$ cat config.mk
export PLATFORM = sky130hd
export DESIGN_NAME = ant_scent_writer
export DESIGN_NICKNAME = d
export VERILOG_FILES = /design/src/rtl/ant_scent_writer_pkg.sv /design/src/rtl/ant_scent_writer_scent_adder.sv /design/src/rtl/ant_scent_writer.sv
export SDC_FILE = /design/constraint.sdc
export NUM_CORES = 1
export LEC_CHECK = 0
export CORE_ASPECT_RATIO = 1.25
export CORE_MARGIN = 2
export CORE_UTILIZATION = 30
export CTS_CLUSTER_SIZE = 20
export DETAILED_ROUTE_END_ITERATION = 7
export MAX_ROUTING_LAYER = met4
export SLEW_MARGIN = 20
export SYNTH_ARGS = -nofsm -noshare
export SYNTH_HDL_FRONTEND = slang
export SYNTH_SLANG_ARGS = --single-unit
$ cat constraint.sdc
create_clock -name game_clk -period 1.85 [get_ports game_clk]
set_clock_uncertainty 0.15 [all_clocks]
set_input_delay 0.2775 -clock game_clk [delete_from_list [all_inputs] [get_ports game_clk]]
set_output_delay 0.2775 -clock game_clk [all_outputs]
set_load 0.02 [all_outputs]
$ cat src/rtl/ant_scent_writer_pkg.sv
// ant_scent_writer_pkg: shared grid/signal widths and the scent writer state enum
package ant_scent_writer_pkg;
  localparam int X_bits = 6;
  localparam int Y_bits = 6;
  localparam int SIGNAL_bits = 8;
  typedef enum logic [2:0] {IDLE, SCAN, READ, WRITE, DONE} state_t;
endpackage

$ cat src/rtl/ant_scent_writer_scent_adder.sv
// scent_adder: cell value plus deposit, wrapping by default or clamped when ANT_SCENT_SATURATE_EN is defined
module scent_adder #(
  parameter int SIGNAL_bits = ant_scent_writer_pkg::SIGNAL_bits,
  parameter logic [SIGNAL_bits-1:0] DEPOSIT = 8'h20
) (
  input  logic [SIGNAL_bits-1:0] i_a,
  output logic [SIGNAL_bits-1:0] o_sum
);
`ifdef ANT_SCENT_SATURATE_EN
  logic [SIGNAL_bits:0] w_sum;
  assign w_sum = {1'b0, i_a} + {1'b0, DEPOSIT};
  assign o_sum = w_sum[SIGNAL_bits] ? '1 : w_sum[SIGNAL_bits-1:0];
`else
  assign o_sum = i_a + DEPOSIT;
`endif
endmodule

$ cat src/rtl/ant_scent_writer.sv
// ant_scent_writer: once per round, adds DEPOSIT to the grid cell under each food-carrying ant (ANT_SCENT_SATURATE_EN selects clamping)
module ant_scent_writer #(
  parameter int N_ANTS = 8,
  parameter int X_bits = ant_scent_writer_pkg::X_bits,
  parameter int Y_bits = ant_scent_writer_pkg::Y_bits,
  parameter int SIGNAL_bits = ant_scent_writer_pkg::SIGNAL_bits,
  parameter logic [SIGNAL_bits-1:0] DEPOSIT = 8'h20
) (
  input  logic                              game_clk,
  input  logic                              RESET_N,
  input  logic                              move_done,
  input  logic [N_ANTS-1:0][X_bits-1:0]     ant_X,
  input  logic [N_ANTS-1:0][Y_bits-1:0]     ant_Y,
  input  logic [N_ANTS-1:0]                 ant_mouthFull,
  output logic [X_bits-1:0]                 mem_x,
  output logic [Y_bits-1:0]                 mem_y,
  output logic                              mem_rd_en,
  input  logic [SIGNAL_bits-1:0]            mem_rd_data,
  output logic                              mem_wr_en,
  output logic [SIGNAL_bits-1:0]            mem_wr_data,
  output logic                              busy,
  output logic                              global_writing_flag
);
  import ant_scent_writer_pkg::*;
  localparam int IW = N_ANTS > 1 ? $clog2(N_ANTS) : 1;
  localparam logic [IW-1:0] LAST = IW'(N_ANTS - 1);
  state_t                          r_state;
  state_t                          w_next;
  logic [IW-1:0]                   r_idx;
  logic [N_ANTS-1:0][X_bits-1:0]   r_x;
  logic [N_ANTS-1:0][Y_bits-1:0]   r_y;
  logic [N_ANTS-1:0]               r_mf;
  logic                            r_flag;
  logic                            w_last;
  logic                            w_acc;
  logic [SIGNAL_bits-1:0]          w_sum;
  assign w_last = r_idx == LAST;
  assign w_acc = r_state == READ || r_state == WRITE;
  // next state: walk the snapshot, detour through READ/WRITE for each carrying ant
  always_comb begin
    w_next = r_state;
    case (r_state)
      IDLE:    w_next = move_done ? SCAN : IDLE;
      SCAN:    w_next = r_mf[r_idx] ? READ : (w_last ? DONE : SCAN);
      READ:    w_next = WRITE;
      WRITE:   w_next = w_last ? DONE : SCAN;
      DONE:    w_next = IDLE;
      default: w_next = IDLE;
    endcase
  end
  // state, ant index, snapshot of ant inputs, and the round-end flag (one cycle after DONE)
  always_ff @(posedge game_clk or negedge RESET_N) begin
    if (!RESET_N) begin
      r_state <= IDLE;
      r_idx   <= '0;
      r_x     <= '0;
      r_y     <= '0;
      r_mf    <= '0;
      r_flag  <= 1'b0;
    end else begin
      r_state <= w_next;
      r_flag  <= r_state == DONE;
      if (r_state == IDLE && move_done) begin
        r_idx <= '0;
        r_x   <= ant_X;
        r_y   <= ant_Y;
        r_mf  <= ant_mouthFull;
      end else if ((r_state == SCAN && !r_mf[r_idx] && !w_last) || (r_state == WRITE && !w_last)) begin
        r_idx <= r_idx + 1'b1;
      end
    end
  end
  scent_adder #(.SIGNAL_bits(SIGNAL_bits), .DEPOSIT(DEPOSIT)) u_adder (
    .i_a   (mem_rd_data),
    .o_sum (w_sum)
  );
  assign busy                = r_state != IDLE;
  assign mem_rd_en           = r_state == READ;
  assign mem_wr_en           = r_state == WRITE;
  assign mem_x               = w_acc ? r_x[r_idx] : '0;
  assign mem_y               = w_acc ? r_y[r_idx] : '0;
  assign mem_wr_data         = mem_wr_en ? w_sum : '0;
  assign global_writing_flag = r_flag;
endmodule

==> summary.md <==
• 20.24 microns — routed wirelength normalized by instance count
• 362.5 ps — measured slew at the worst slew-check pin
• multiplexers — largest family of logic cells by synthesized area
• 7 — number of cells on the worst reg-to-reg path
• 228.4 ps — worst hold slack across all endpoints
• 1707 nW/um^2 — Pwr Density
• 455 — Mapped Nets
• 9.017 mm — Post-DP HPWL
• reg2out — Worst Path Class, Setup
• buf_6 > buf_12 > mux4_2 > mux2i_1 > nor2_1 > buf_4 — cells traversed along the worst timing path
• 53.39% — register area share after synthesis
• 30.77% — starting density of the core
• output pin — kind of end point of the critical path
• 0 — Antenna Violating Nets Remaining
• 48.69% — fraction of layout cells with a size suffix above 1
• yes — RSZ-0062 raised after global routing
• finished with violations — status
• 100.0% — FFs w/ async S/R, synth
• 62.65% — relative area change from synthesis to final layout
• 1900 ps — CP arrival
• 8462 sq um — post-route cell area
• 350 ps — Clock Latency Late Sink
• dfrtp_1 — Primary FF master, synth
• 8 — top fanout value on the critical path
• clkdlybuf4s50_1 (114), dfrtp_1 (110), mux2_4 (106) — leading cell types in the layout, fill and taps excluded
• 0 — antenna violations before repair
• -482.9 ps — post-placement worst setup slack
• 4 — number of detailed-route iterations in the first pass
• clkdlybuf4s50_1 — most common library cell in the layout ignoring fill and taps
• 125.6% — part of the cycle the worst path needs
• 132 — number of endpoints failing setup at the final stage
• 0 — DRC errors left
• 0 — max-slew violation total from the final report
• 0 — max-cap viol count
• 0.1684% — synthesized-area fraction occupied by xor and xnor cells
• 0 — Warnings, synthesis
• 3604 — vias after detailed routing
• 138 — number of port buffers
• 48 — pin count of the biggest net entering global routing
• 0 — number of enable flip-flop cells after synthesis
• 4.473% — Simple-Gate Fraction of Synth Area
• 16910 sq um — Core Region
• done — TritonCTS clock tree
• -472.8 ps — Setup WS post-layout
• flop — crit start category
• 0.8054 mV — worst supply voltage drop on vdd
• 0.7215% — Synth Area in Adders
• 337 — cell count after synthesis
• 14.44 mW — Power Total
• 1467 — FILL cells
• 151.2 microns — vertical die dimension
• 15.44 sq um — mean area per synthesized cell
• 15.30 mm — detailed-route wire length
• 756 — non-filler instance count after layout
• 0.7872 — placer congestion estimate
• 139 — I/O pin count
• mux4_2 — slowest stage cell, crit path
• 7086 sq um — area of placed instances
• 2 — clock tree buffer depth
• 2323 ps — Final Critical Period
• 1420 ps — CP Data Required Time
• 705 — number of placed cells counting well taps
• 143 — Iteration-0 DRC Markers
• 0 — sum of overflow across all layers after global routing
• 33 — Netlist cell types
• 111 — number of register bits inferred by synthesis
• 0 — ANT cells
• 23.49 mm — wire length of the first global-routing pass
• 70 ps — clock slew seen by the registers of the worst setup and hold paths
• 4.767 — post-detailed-route via-to-cell ratio
• 9 — clock buffer count from CTS
• 3 — H-tree depth reported by CTS
• 5202 sq um — Post-Synthesis Cell Area
• 4030 — number of global-route vias before repair
• 649 — number of nets at the end of the flow
• 36.46% — multiplexer fraction of the synthesized cell area
• 121.8 microns — die outline width
• in2async — worst hold path class
• 53 — number of rows in the core area
• clkbuf_16 — Root Buffer
• 111 — clock net sink count
• 0 — endpoints failing hold
• 3.701 nW — Leakage
• 17.71% — all-layer global routing usage
• 1.299% — Compound-Gate Fraction of Synth Area
• negative setup slack — violated checks
• 18420 sq um — die area
• 510 ps — stage delay of the slowest cell on the critical path
• 430.5 MHz — highest achievable clock rate
• 75.83% — Max-Slew Margin vs Limit
[power by group]
| group | switching, mW | total, mW | leakage [nW] | internal, mW |
|---|---|---|---|---|
| Sequential | 0.717 | 4.39 | 1.31 | 3.67 |
| Combinational | 2.88 | 8.03 | 2.24 | 5.15 |
| Clock | 0.901 | 2.03 | 0.145 | 1.13 |
[worst paths after layout]
| check | start | end | slack, ps |
|---|---|---|---|
| min in group game_clk | r_y[17] | r_y[17] | 360 |
| max reg2reg | r_idx[0] | r_idx[1] | -340 |
| min reg2reg | r_y[17] | r_y[17] | 360 |
| max in group asynchronous | RESET_N | r_idx[0] | 730 |
| max | r_idx[0] | mem_y[0] | -470 |
| min | RESET_N | r_x[43] | 230 |
[layout make-up]
class	count	area [sq um]	area share, %
clock buffers	12	256.5	3.031
clock inverters	4	53.80	0.6358
inverters	2	7.507	0.08872
multi-input cells	201	2743	32.41
flip-flops and latches	111	2779	32.84
well taps	220	275.3	3.253
repair buffers	206	2347	27.74
[sequential cells by signal, summed over array words and instances, names as in the netlist]
register and flops:
global_writing_flag 1, r_idx 3, r_mf 8, r_state 3, r_x 48, r_y 48
[per-layer routing]
layer  GRT usage, %  vias to the layer above  routed length (microns)
met5              -                        -                        0
met4          5.172                        0                      201
met3          3.087                       11                      807
met2          28.80                      110                     7597
met1          22.78                     1844                     6692
li1               -                     1639                        -
[metrics by stage]
step           util, %  TNS, ps
2_1_floorplan        -    -2478
3_3_place_gp     41.90   -15300
3_5_place_dp     41.90   -16780
4_1_cts          49.35   -24770
5_1_grt          50.04   -29660
6_report         50.04   -22530
[Yosys cell counts, types with 4 or more instances]
| cell | instances | area share [%] |
|---|---|---|
| and3_1 | 6 | 0.72 |
| buf_2 | 4 | 0.38 |
| buf_4 | 9 | 1.3 |
| clkbuf_1 | 4 | 0.29 |
| dfrtp_1 | 111 | 53 |
| mux2_1 | 29 | 6.3 |
| mux2_2 | 79 | 17 |
| mux2i_1 | 14 | 2.7 |
| mux4_2 | 24 | 10 |
| nand2b_1 | 4 | 0.48 |
| nor2_1 | 18 | 1.3 |
| nor2b_1 | 4 | 0.48 |
[cell families (layout without fill, tap and decap cells)]
group / count (synthesis) / in the layout
multiplexers: 146 / 146
flip-flops: 111 / 111
AND/OR/NAND/NOR: 42 / 42
buffers and inverters: 25 / 224
AO/OA/AOI/OAI: 9 / 9
adder cells (fa/ha/maj): 3 / 3
XOR/XNOR: 1 / 1
[repair_timing]
item	4_1_cts	5_1_grt
hold buffers	1	0
setup buffers	23	9
endpoints found under the setup margin	131	133
gates resized for setup	226	67
endpoints found under the hold margin	21	0
pin swaps	3	12
gates cloned	14	2
[worst max-delay path, delay by kind of cell (launching register included)]
kind / cells / cell delay [ps]
simple gates: 1 / 80
flops: 1 / 390
mux: 2 / 660
buf+inv: 3 / 410
Power figures use the tool's default switching activity.
==> patch 1 (same flow settings) <==
Remove the register `r_flag`: a continuous assignment takes its place, so the output `global_writing_flag` follows one clock earlier.
--- a/src/rtl/ant_scent_writer.sv
+++ b/src/rtl/ant_scent_writer.sv
@@ -58,6 +58,4 @@
       r_mf    <= '0;
-      r_flag  <= 1'b0;
     end else begin
       r_state <= w_next;
-      r_flag  <= r_state == DONE;
       if (r_state == IDLE && move_done) begin
@@ -72,2 +70,4 @@
   end
+
+  assign r_flag = r_state == DONE;
   scent_adder #(.SIGNAL_bits(SIGNAL_bits), .DEPOSIT(DEPOSIT)) u_adder (
Function: changed (Yosys sat finds a counterexample within 10 cycles, from zero or initial values and one cycle with RESET_N low).
==> patch 1 against the original RTL <==
  * The run still ends with setup timing left
  * Design area decreased by 1.1%
  * Worst setup slack improved by 0.027 ns
  * Non-clock buffer count decreased by 2
  * Hold slack improved by 0.13 ns
  * Combinational power increased by 0.9%
  * Wire length decreased by 0.93%
  * Utilization decreased by 0.38 points
  * Power decreased by 0.16%
  * Area after synthesis decreased by 0.41%
  * Sequential cell count decreased by 1
==> patch 1: results (changes against the original RTL) <==
- The run finished, with violations left.
* Violated checks: setup timing
- The setup TNS was -17.15 ns (+5.39 ns).
* Total Routing Usage GR: 17.7% (about the same)
- Leading cell types by total area after synthesis: sky130_fd_sc_hd__dfrtp_1 (53%), sky130_fd_sc_hd__mux2_2 (17%), sky130_fd_sc_hd__mux4_2 (10%), sky130_fd_sc_hd__mux2_1 (6.3%), sky130_fd_sc_hd__mux2i_1 (2.7%)
- The maximum net fanout on the critical path came to 5 (-3).
- Commonest cells post-synth: sky130_fd_sc_hd__dfrtp_1 (110), sky130_fd_sc_hd__mux2_2 (79), sky130_fd_sc_hd__mux2_1 (29), sky130_fd_sc_hd__mux4_2 (24), sky130_fd_sc_hd__nor2_1 (18)
* DR WL met3: 783 µm (-3.0%)
- The total routed wire length on the met1 layer is 6300 µm (-5.9%).
* Detailed placement HPWL: 9050 µm (+0.38%)
* HP Class: reg -> reg
- Worst hold slack: 0.358 ns (+0.129 ns)
- The number of nets in the layout came to 646 (-0.46%).
- Sw frac: 31.4% (+0.24 points)
- The depth of the most critical reg-to-reg path is 8 (+1).
- The iteration-0 DRC count of the detailed router was 101 (-29%).
- The pin count of the biggest net entering global routing is 111 (+130%).
- Wire length of the first global-routing pass: 23600 µm (+0.38%)
- Routed length per placed instance: 20.2 µm (-0.28%)
* Endpoint arrival time on the critical path: 1.87 ns (-0.03 ns)
- Share of synthesized area occupied by flip-flops and latches: 53.1% (-0.26 points)
- Reported leakage power: 3.66 nW (-1.2%)
* Routability congestion estimate from global placement: 0.760 (-3.4%)
- The number of setup violations in the final report came to 126 (-4.5%).
* Nets in the synthesized netlist: 454 (-0.22%)
- Worst Slack Setup Final: -0.446 ns (+0.0265 ns)
[patch 1: how the worst max path moves through the flow]
stage	slack, ns	end	start	cells past startpoint
after CTS	-0.47	mem_x[4]	r_idx[0]$_DFFE_PN0P_	6
after global routing	-0.54	mem_x[3]	r_idx[0]$_DFFE_PN0P_	6
final	-0.45	mem_y[1]	r_idx[0]$_DFFE_PN0P_	6
after global placement	-0.46	r_idx[0]$_DFFE_PN0P_	r_idx[0]$_DFFE_PN0P_	6
after detailed placement	-0.47	mem_y[5]	r_idx[0]$_DFFE_PN0P_	5
after floorplan	-0.07	mem_y[1]	r_idx[0]$_DFFE_PN0P_	6
[patch 1: stage by stage]
step                power [mW]  utilization [%]  std cells  worst slack [ns]
floorplan                 8.21                -        336           -0.0705
global placement          9.94             41.7        701            -0.458
detailed placement        10.1             41.7        701            -0.474
CTS                       14.3             49.5        756            -0.470
global route              15.3             49.7        751            -0.541
finish                    14.4             49.7        751            -0.446
[patch 1: power groups by stage]
stage | Combinational (mW) | Clock, mW | Sequential, mW
after global routing | 8.62 | 2.14 | 4.51
after floorplan | 4.15 | 0 | 4.06
after detailed placement | 5.77 | 0 | 4.37
after global placement | 5.64 | 0 | 4.30
final | 8.10 | 1.96 | 4.37
after CTS | 7.91 | 2.03 | 4.35
[patch 1: per-layer routing]
layer / track usage [%] / vias to the layer above
met5: - / -
met4: 3.51 / 0
met3: 4.22 / 10
met2: 30.4 / 96
met1: 21.5 / 1806
li1: - / 1627
[patch 1: kinds of logic (layout without fill, tap and decap cells)]
group	Yosys count	after routing	share of synthesized area, %
simple gates	42	42	4.49
xor+xnor	1	1	0.169
mux	146	146	36.6
compound gates	9	9	1.30
flops	110	110	53.1
fa+ha+maj	3	3	0.725
buf+inv	25	220	3.57
[patch 1: area by class of cell]
type | count | area, µm²
clock inverter | 4 | 57.6
inverter | 2 | 7.51
timing repair buffer | 204 | 2300
tap | 220 | 275
fill | 1471 | 8480
clock buffer | 10 | 239
multi-input combinational | 201 | 2730
sequential | 110 | 2750
[patch 1: what timing repair did]
action / in CTS / in global routing
endpoints found under the setup margin: 134 / 126
endpoints found under the hold margin: 110 / 0
pin swaps: 6 / 10
cloned: 17 / 1
gates resized for setup: 225 / 66
setup buffers: 23 / 8
hold buffers: 1 / 0
[patch 1: critical path, cell delays in order, from the launching register on]
cell and delay (ns):
sky130_fd_sc_hd__dfrtp_2 0.39, sky130_fd_sc_hd__buf_12 0.13, sky130_fd_sc_hd__buf_12 0.12, sky130_fd_sc_hd__mux4_2 0.50, sky130_fd_sc_hd__mux2i_2 0.19, sky130_fd_sc_hd__nor2_2 0.06, sky130_fd_sc_hd__buf_6 0.13
==> patch 2 (config.mk and constraints unchanged) <==
Made on the original files. Add a define of `ANT_SCENT_SATURATE_EN`.
--- a/src/rtl/ant_scent_writer_scent_adder.sv
+++ b/src/rtl/ant_scent_writer_scent_adder.sv
@@ -1,2 +1,4 @@
 // scent_adder: cell value plus deposit, wrapping by default or clamped when ANT_SCENT_SATURATE_EN is defined
+`define ANT_SCENT_SATURATE_EN
+
 module scent_adder #(
Formal check against the unedited RTL: not equivalent (Yosys sat finds a counterexample within 4 cycles, from zero or initial values and one cycle with RESET_N low).
==> patch 2 against the original RTL <==
  * The run still ends with setup timing left
  * Power is 3.3% lower
  * Wire length is 4.7% lower
  * Design area is 0.75% lower
  * Non-clock buffer count is 18 higher
  * Sequential cell count stayed put
  * Via count is 1.8% lower
  * First-iteration DRC count is 20% lower
  * Area after synthesis is 0.99% lower
  * Count of clock-buffer cells in the layout is 1 lower
  * Global-route usage is 0.63 points lower
  * Combinational power is 4.4% lower
  * Fmax is 1.2% lower
  * Worst setup slack worse by 0.028 ns
  * Highest routed layer unchanged
==> patch 2: results (changes against the original RTL) <==
* Footprint of the multi-input gates: 2660 µm² (-3.1%)
* Flip-flop and latch count: 111 (unchanged)
* Endpoint arrival time on the critical path: 1.92 ns (+0.02 ns)
- The maximum cell stage delay along the critical path was 0.48 ns (-0.03 ns).
* Routed via count divided by cell count: 4.60 (-3.6%)
* Cells after Synth: 332 (-1.5%)
* Length of routed met2 wiring: 7630 µm (+0.45%)
- Worst Slack Setup Final: -0.501 ns (-0.0285 ns)
- Buffers, non-clock: 224 (+8.7%)
- The number of instances resized during post-cts repair came to 217 (-4.0%).
- The met3 layer wire length in the routed design is 705 µm (-13%).
* Number of standard cells in the layout, taps in and fillers out: 770 (+1.9%)
* NetSw: 4.27 mW (-5.0%)
- The checks that failed: setup timing.
- The number of global-route vias before repair came to 4148 (+2.9%).
- The HPWL after detailed placement is 9760 µm (+8.2%).
* Worst hold slack: 0.184 ns (-0.0446 ns)
* Met3 GRT Util: 3.52% (+0.44 points)
- Clock buffers: 11 (-1)
- The setup TNS is -21.84 ns (+0.696 ns).
- By count the netlist is led by sky130_fd_sc_hd__dfrtp_1 (111), sky130_fd_sc_hd__mux2_2 (104), sky130_fd_sc_hd__nor2_1 (28), sky130_fd_sc_hd__mux4_2 (24), sky130_fd_sc_hd__mux2i_1 (15).
- The fraction of standard cell area that is sequential came to 33.1% (+0.26 points).
* Total of endpoints with negative setup slack in the final report: 122 (-7.6%)
- Number of filler instances in the final layout: 1454 (-0.89%)
* Worst r2r dst: r_idx[0]$_DFFE_PN0P_
* Setup crit end: mem_x[5]
* Share of synthesized area occupied by flip-flops and latches: 53.9% (+0.53 points)
- The number of library cell types mapped by synthesis came to 30 (-9.1%).
- Count of multi-input combinational gates: 198 (-1.5%)
- The flow ran to the end, but the final reports show violations.
- Proportion of layout cells with a drive suffix above 1: 48.4% (-0.33 points)
* Utilization after layout: 49.9% (-0.18 points)
- Met1 wire length: 6070 µm (-9.3%)
- Post-placement setup slack: -0.460 ns (+0.0232 ns)
- GRT met1 Usage: 20.2% (-2.6 points)
## patch 2: cell count changes in the layout (fill, tap and decap cells not counted), sizes merged, moves of 2 or more
cell / delta
clkdlybuf4s50: -2
and3: -5
buf: +19
clkbuf: -2
mux2: -2
inv: +2
o22ai: -2
dlymetal6s2s: +2
nor2: +10
## patch 2: power by group through the flow
stage | Clock [mW] | Sequential (mW) | Combinational (mW)
3_3_place_gp | 0 | 4.39 | 6.03
5_1_grt | 2.00 | 4.58 | 8.20
2_1_floorplan | 0 | 4.11 | 4.10
4_1_cts | 1.89 | 4.44 | 7.95
3_5_place_dp | 0 | 4.43 | 6.14
6_report | 1.85 | 4.44 | 7.68
## patch 2: cell families after synthesis
kind of cell | after synthesis | share of synthesized area [%]
buffers and inverters | 23 | 2.65
XOR/XNOR | 1 | 0.170
multiplexers | 146 | 37.1
AO/OA/AOI/OAI | 5 | 1.21
AND/OR/NAND/NOR | 43 | 4.23
adder cells (fa/ha/maj) | 3 | 0.729
flip-flops | 111 | 53.9
